File: src/rtl/maze_gen_dfs_pkg.sv
// Shared constants and wall/cell index helpers for the DFS maze carver.
package maze_gen_dfs_pkg;

    localparam logic [1:0] DIR_N = 2'd0;
    localparam logic [1:0] DIR_E = 2'd1;
    localparam logic [1:0] DIR_S = 2'd2;
    localparam logic [1:0] DIR_W = 2'd3;

    // Horizontal wall above cell (c,r); rows run 0..H, row H is the bottom border.
    function automatic int h_idx(input int c, input int r, input int w);
        return r * w + c;
    endfunction

    // Vertical wall left of cell (c,r); columns run 0..W, column W is the right border.
    function automatic int v_idx(input int c, input int r, input int w);
        return r * (w + 1) + c;
    endfunction

    function automatic int cell_idx(input int c, input int r, input int w);
        return r * w + c;
    endfunction

endpackage

File: src/rtl/maze_gen_dfs_lifo.sv
// Parametrised LIFO holding the DFS backtrack path; top-of-stack read is combinational.
module maze_gen_dfs_lifo #(
    parameter int DEPTH = 4,
    parameter int DW = 8,
    localparam int SPW = $clog2(DEPTH + 1)
) (
    input  logic           clk,
    input  logic           rst,
    input  logic           clr,
    input  logic           push,
    input  logic           pop,
    input  logic [DW-1:0]  din,
    output logic [DW-1:0]  top,
    output logic [SPW-1:0] sp
);

    logic [DW-1:0]  mem_q [0:DEPTH];
    logic [SPW-1:0] sp_q;
    logic [SPW-1:0] sp_d;

    always_comb begin
        sp_d = sp_q;
        if (clr) begin
            sp_d = '0;
        end else if (push) begin
            sp_d = sp_q + SPW'(1);
        end else if (pop) begin
            sp_d = sp_q - SPW'(1);
        end
    end

    always_ff @(posedge clk) begin
        if (rst) begin
            sp_q <= '0;
        end else begin
            sp_q <= sp_d;
        end
    end

    always_ff @(posedge clk) begin
        if (push && !clr) begin
            mem_q[sp_q] <= din;
        end
    end

    // A push into a full stack means the carver lost track of visited cells.
    always_ff @(posedge clk) begin
        if (!rst && push && !clr) begin
            assert (sp_q < SPW'(DEPTH));
        end
    end

    assign top = mem_q[sp_q - SPW'(1)];
    assign sp  = sp_q;

endmodule

File: src/rtl/maze_gen_dfs.sv
// Depth-first-search maze carver for a W x H grid with start/done handshake.
//   state     | meaning
//   ST_IDLE   | waiting for start; walls from the last run stay readable
//   ST_INIT   | one cycle: all walls up, visited cleared, start cell marked
//   ST_CARVE  | one step per cycle: carve to a free neighbour, backtrack, or finish
module maze_gen_dfs
    import maze_gen_dfs_pkg::*;
#(
    parameter int W = 10,
    parameter int H = 15,
    parameter int OPEN_BORDER = 0,
    localparam int XW = $clog2(W),
    localparam int YW = $clog2(H)
) (
    input  logic                   clk,
    input  logic                   rst,
    input  logic                   start,
    input  logic [XW-1:0]          start_x,
    input  logic [YW-1:0]          start_y,
    input  logic [7:0]             rnd,
    output logic [(H+1)*W-1:0]     h_walls,
    output logic [H*(W+1)-1:0]     v_walls,
    output logic                   busy,
    output logic                   done,
    output logic [XW-1:0]          cur_x,
    output logic [YW-1:0]          cur_y
);

    localparam int NC    = W * H;
    localparam int HN    = (H + 1) * W;
    localparam int VN    = H * (W + 1);
    localparam int DEPTH = NC - 1;
    localparam int SPW   = $clog2(DEPTH + 1);
    localparam int DW    = XW + YW;

    localparam logic [1:0] ST_IDLE  = 2'd0;
    localparam logic [1:0] ST_INIT  = 2'd1;
    localparam logic [1:0] ST_CARVE = 2'd2;

    localparam logic [XW-1:0] X_MAX = XW'(W - 1);
    localparam logic [YW-1:0] Y_MAX = YW'(H - 1);

    logic [1:0]    state_q, state_d;
    logic [HN-1:0] h_walls_q, h_walls_d;
    logic [VN-1:0] v_walls_q, v_walls_d;
    logic [NC-1:0] visited_q, visited_d;
    logic [XW-1:0] cur_x_q, cur_x_d;
    logic [YW-1:0] cur_y_q, cur_y_d;
    logic          done_q, done_d;

    logic           stk_clr, stk_push, stk_pop;
    logic [DW-1:0]  stk_top;
    logic [SPW-1:0] stk_sp;
    logic [XW-1:0]  top_x;
    logic [YW-1:0]  top_y;

    logic [3:0] valid;
    logic       found;
    logic [1:0] dir;
    logic [1:0] d_try;
    logic       wall_is_h;
    int         cx, cy, nx, ny, widx;

    logic unused_rnd;
    assign unused_rnd = ^rnd[7:2];

    function automatic logic is_free(input logic [NC-1:0] vis, input int x, input int y);
        logic [NC-1:0] sh;
        sh = vis >> cell_idx(x, y, W);
        return ~sh[0];
    endfunction

    maze_gen_dfs_lifo #(
        .DEPTH (DEPTH),
        .DW    (DW)
    ) u_lifo (
        .clk  (clk),
        .rst  (rst),
        .clr  (stk_clr),
        .push (stk_push),
        .pop  (stk_pop),
        .din  ({cur_x_q, cur_y_q}),
        .top  (stk_top),
        .sp   (stk_sp)
    );

    assign {top_x, top_y} = stk_top;

    always_comb begin
        state_d   = state_q;
        h_walls_d = h_walls_q;
        v_walls_d = v_walls_q;
        visited_d = visited_q;
        cur_x_d   = cur_x_q;
        cur_y_d   = cur_y_q;
        done_d    = 1'b0;
        stk_clr   = 1'b0;
        stk_push  = 1'b0;
        stk_pop   = 1'b0;

        cx = int'(cur_x_q);
        cy = int'(cur_y_q);
        valid[DIR_N] = (cy > 0)     && is_free(visited_q, cx, cy - 1);
        valid[DIR_E] = (cx < W - 1) && is_free(visited_q, cx + 1, cy);
        valid[DIR_S] = (cy < H - 1) && is_free(visited_q, cx, cy + 1);
        valid[DIR_W] = (cx > 0)     && is_free(visited_q, cx - 1, cy);

        // First free direction in the rotated order starting at rnd[1:0].
        found = 1'b0;
        dir   = rnd[1:0];
        for (int k = 0; k < 4; k++) begin
            d_try = rnd[1:0] + 2'(k);
            if (!found && valid[d_try]) begin
                found = 1'b1;
                dir   = d_try;
            end
        end

        nx = cx;
        ny = cy;
        case (dir)
            DIR_N: begin ny = cy - 1; widx = h_idx(cx, cy, W);     wall_is_h = 1'b1; end
            DIR_E: begin nx = cx + 1; widx = v_idx(cx + 1, cy, W); wall_is_h = 1'b0; end
            DIR_S: begin ny = cy + 1; widx = h_idx(cx, cy + 1, W); wall_is_h = 1'b1; end
            default: begin nx = cx - 1; widx = v_idx(cx, cy, W);   wall_is_h = 1'b0; end
        endcase

        case (state_q)
            ST_IDLE: begin
                if (start) begin
                    cur_x_d = (start_x > X_MAX) ? X_MAX : start_x;
                    cur_y_d = (start_y > Y_MAX) ? Y_MAX : start_y;
                    state_d = ST_INIT;
                end
            end
            ST_INIT: begin
                h_walls_d = '1;
                v_walls_d = '1;
                visited_d = NC'(1) << cell_idx(cx, cy, W);
                stk_clr   = 1'b1;
                state_d   = ST_CARVE;
            end
            ST_CARVE: begin
                if (found) begin
                    if (wall_is_h) begin
                        h_walls_d = h_walls_q & ~(HN'(1) << widx);
                    end else begin
                        v_walls_d = v_walls_q & ~(VN'(1) << widx);
                    end
                    stk_push  = 1'b1;
                    cur_x_d   = XW'(nx);
                    cur_y_d   = YW'(ny);
                    visited_d = visited_q | (NC'(1) << cell_idx(nx, ny, W));
                end else if (stk_sp != '0) begin
                    stk_pop = 1'b1;
                    cur_x_d = top_x;
                    cur_y_d = top_y;
                end else begin
                    if (OPEN_BORDER != 0) begin
                        h_walls_d = h_walls_q & ~(HN'(1) | (HN'(1) << h_idx(W - 1, H, W)));
                    end
                    done_d  = 1'b1;
                    state_d = ST_IDLE;
                end
            end
            default: state_d = ST_IDLE;
        endcase
    end

    always_ff @(posedge clk) begin
        if (rst) begin
            state_q   <= ST_IDLE;
            h_walls_q <= '1;
            v_walls_q <= '1;
            visited_q <= '0;
            cur_x_q   <= '0;
            cur_y_q   <= '0;
            done_q    <= 1'b0;
        end else begin
            state_q   <= state_d;
            h_walls_q <= h_walls_d;
            v_walls_q <= v_walls_d;
            visited_q <= visited_d;
            cur_x_q   <= cur_x_d;
            cur_y_q   <= cur_y_d;
            done_q    <= done_d;
        end
    end

    assign h_walls = h_walls_q;
    assign v_walls = v_walls_q;
    assign busy    = (state_q != ST_IDLE);
    assign done    = done_q;
    assign cur_x   = cur_x_q;
    assign cur_y   = cur_y_q;

endmodule

File: config.mk
export PLATFORM = sky130hd
export DESIGN_NAME = maze_gen_dfs
export DESIGN_NICKNAME = d
export VERILOG_FILES = /design/src/rtl/maze_gen_dfs_pkg.sv /design/src/rtl/maze_gen_dfs_lifo.sv /design/src/rtl/maze_gen_dfs.sv
export SDC_FILE = /design/constraint.sdc
export NUM_CORES = 2
export LEC_CHECK = 0
export ABC_CLOCK_PERIOD_IN_PS = 27100
export BUFFER_PORTS_ARGS = -buffer_cell sky130_fd_sc_hd__buf_2
export CAP_MARGIN = 40
export CORE_MARGIN = 4
export CORE_UTILIZATION = 45
export DETAILED_ROUTE_END_ITERATION = 10
export SYNTH_ARGS = -nofsm -noshare
export SYNTH_HDL_FRONTEND = slang
export SYNTH_SLANG_ARGS = --single-unit
File: constraint.sdc
create_clock -name clk -period 27.1 [get_ports clk]
set_input_delay 1.355 -clock clk [delete_from_list [all_inputs] [get_ports clk]]
set_output_delay 1.355 -clock clk [all_outputs]
set_load 0.005 [all_outputs]
==> results.py <==
metrics = {
    "sta": {
        "slew_viol_final": 0,
        "setup_viol": 0,
        "worst_pin_slew_ns": 0.963,
        "max-slew-margin-rel_pct": 35.3,
        "hold_ws_ns": 0.464,
        "finalHoldViolations": 0,
        "fin_crit_ns": 13.56,
        "finClkSkew_ns": 0.0601,
        "tns_ns": 0,
        "min_period_over_period_pct": 50.0,
        "final.setup.worst_slack_ns": 13.54,
        "clock.fmax_ghz": 0.0738,
        "rsz0062_at_grt": "false",
    },
    "drt": {
        "vias": 50965,
        "ant_nets": 0,
        "route.detailed.drc": 0,
        "drtPass1Iterations": 6,
        "via_per_inst": 6.38,
        "drt_iter0_drc": 5925,
        "wl_mm": 226,
        "detail_route.wl_per_cell_um": 28.3,
    },
    "final_layout": {
        "drive_gt1_share_pct": 23.9,
        "final_nets": 5778,
        "fillers": 14097,
        "mostFrequentLayoutCells": "1200 x edfxtp_1, 608 x nor2_1, 511 x mux4_2",
        "layout_commonest_cell": "edfxtp_1",
        "area_growth_pct": 13.8,
    },
    "clock_network": {
        "cts_sinks": 1694,
        "cts_tree": "yes",
        "hold_buffers": 0,
        "clk_latency_ns": 0.82,
        "htree_levels": 4,
        "clkSlewWorstSetupHoldPaths_ns": 0.06,
        "post_cts_buffers": 0,
        "cts_buffers": 175,
        "cts_root_buffer": "clkbuf_16",
        "cts_resized": 0,
        "clockBufferDepth": 3,
    },
    "grt": {
        "grtUsageTotal_pct": 25.1,
        "antenna_found_initial": 5,
        "grt_pass1_vias": 48597,
        "grt_max_degree": 133,
        "grt_pass1_wl_mm": 332,
        "grt-ovfl-total": 0,
    },
    "floorplanning": {
        "die_h_um": 421,
        "die_area_um2": 177000,
        "core_region_area_um2": 169000,
        "ios": 354,
        "die_w_um": 421,
        "rows": 151,
        "start_util_pct": 45.3,
    },
    "worst_hold_path": {
        "hold_class": "register to register",
    },
    "pwr": {
        "power_leakage_nw": 27.8,
        "power_density_nw_per_um2": 92.0,
        "p_total_mw": 8.02,
        "ir_drop_mv": 0.134,
    },
    "logic_synthesis": {
        "synth_fa_ha_area_share_pct": 2.31,
        "synth_top_area_cell": "edfxtp_1",
        "synth_cells": 5351,
        "ys_seq_area_share_pct": 59.9,
        "ys.flop_type": "edfxtp_1",
        "synth_cell_types": 95,
        "synth_xor_area_share_pct": 1.08,
        "synth_area_leaders": "edfxtp_1 47%, mux4_2 15%, dfxtp_1 13%, nor2_1 3.0%, o32a_1 2.1%",
        "async_reset_ff_share_pct": 0,
        "netlist_area_um2": 76700,
        "muxShareOfSynthArea_pct": 16.5,
        "synth_simple_gate_area_share_pct": 7.98,
        "synth.top_cell.area_share_pct": 47.0,
        "synth_edf_count": 1200,
        "synth_compound_area_share_pct": 9.60,
        "syn_area_per_cell_um2": 14.3,
        "synth_top_family_by_area": "multiplexers",
        "synth_seq_cells": 1694,
        "synth.net_count": 5504,
        "ys_warn_count": 0,
    },
    "setup_path": {
        "worst-path-max-fanout": 62,
        "critPathRequiredTime_ns": 27.79,
        "crit_path_end_kind": "register",
        "critPathSlowestCell": "dfxtp_4",
        "crit_type": "register to register",
        "crit_top_cell": "ha_1",
        "arrival_ns": 14.25,
        "cp-start-kind": "register",
        "worst_path_largest_cell_delay_ns": 0.85,
    },
    "run_status": {
        "status": "complete, no violations",
    },
    "placed_design": {
        "place_congestion": 0.942,
        "io_buffers": 347,
        "pre_cts_ws_ns": 13.51,
        "post-dp-hpwl_mm": 149,
    },
    "flow_run": {
        "maxCapViolations": 0,
    },
}
-- flip-flops by register name, indices dropped and copies added, names as in the netlist --
register and cells:
u_lifo.mem_q 1200, v_walls 165, h_walls 160, visited_q 150, u_lifo.sp 8, cur_x 4, cur_y 4, state_q 2
done 1
-- worst paths after layout --
kind	from	to	slack (ns)	cells past startpoint
hold / removal	h_walls[143]$_SDFFE_PP1P_	h_walls[143]$_SDFFE_PP1P_	0.46	1
hold reg to reg	h_walls[143]$_SDFFE_PP1P_	h_walls[143]$_SDFFE_PP1P_	0.46	1
setup reg to reg	cur_x[1]$_SDFFE_PP0P_	visited_q[16]$_SDFFE_PP0P_	13.54	43
setup / recovery	cur_x[1]$_SDFFE_PP0P_	visited_q[16]$_SDFFE_PP0P_	13.54	43
-- cells in the mapped netlist (27+ instances only) --
cell type and count:
edfxtp_1 1200, nor3_1 159, a211oi_1 63, nand4_1 44, inv_1 61, o32a_1 164
a31oi_1 167, nor2_1 611, xor2_1 27, mux4_2 511, buf_2 59, a221oi_1 63
dfxtp_1 494, o21ai_0 73, a21o_1 37, buf_1 36, xnor2_1 54, clkbuf_1 306
nand2_1 134, mux2i_1 93, nand2b_1 29, ha_1 121, nand3_1 89, nor4_1 91
a21oi_1 253, o31ai_1 44
-- per-layer routing --
metal  up-vias  GRT usage [%]  routed length, µm
met5         -              0                 13
li1      22047              -                  -
met1     25975           34.9              91500
met3       477           4.28              18200
met4         2           9.76               9810
met2      2464           39.6             106000
-- final cells by class --
cell class,instances,area (µm²),share of cell area (%)
flip-flops and latches,1694,46000,52.7
multi-input cells,3172,29000,33.3
clock buffers,247,4970,5.69
repair buffers,520,3570,4.10
well taps,2218,2780,3.18
clock inverters,71,707,0.810
inverters,62,233,0.267
diodes,1,2.50,0.00287
-- report_power, final --
part	switching, mW	internal, mW
clock	1.02	1.36
combinational	1.97	0.793
sequential	0.0340	2.84
total	3.03	4.99
-- worst max-delay path, delay by kind of cell, from the launching register on --
family / cells / cell delay [ns]
flip-flops: 1 / 0.85
AND/OR/NAND/NOR: 16 / 4.52
adder cells (fa/ha/maj): 9 / 3.01
buffers and inverters: 7 / 1.47
AO/OA/AOI/OAI: 11 / 3.60
-- through the flow --
stage / utilization [%] / area (µm²) / std cells
after CTS: 51.5 / 87200 / 7984
after global placement: 47.6 / 80600 / 7602
after floorplan: - / 76700 / 5351
final: 51.5 / 87200 / 7985
after detailed placement: 48.2 / 81600 / 7666
after global routing: 51.5 / 87200 / 7984
-- logic make-up after synthesis --
group | Yosys count
adders and majority gates | 134
buffers and inverters | 485
AOI/OAI and AO/OA | 1040
DFF | 1694
muxes | 620
xor gates and xnor gates | 88
and+or+nand+nor | 1290
Power figures use the tool's default switching activity.
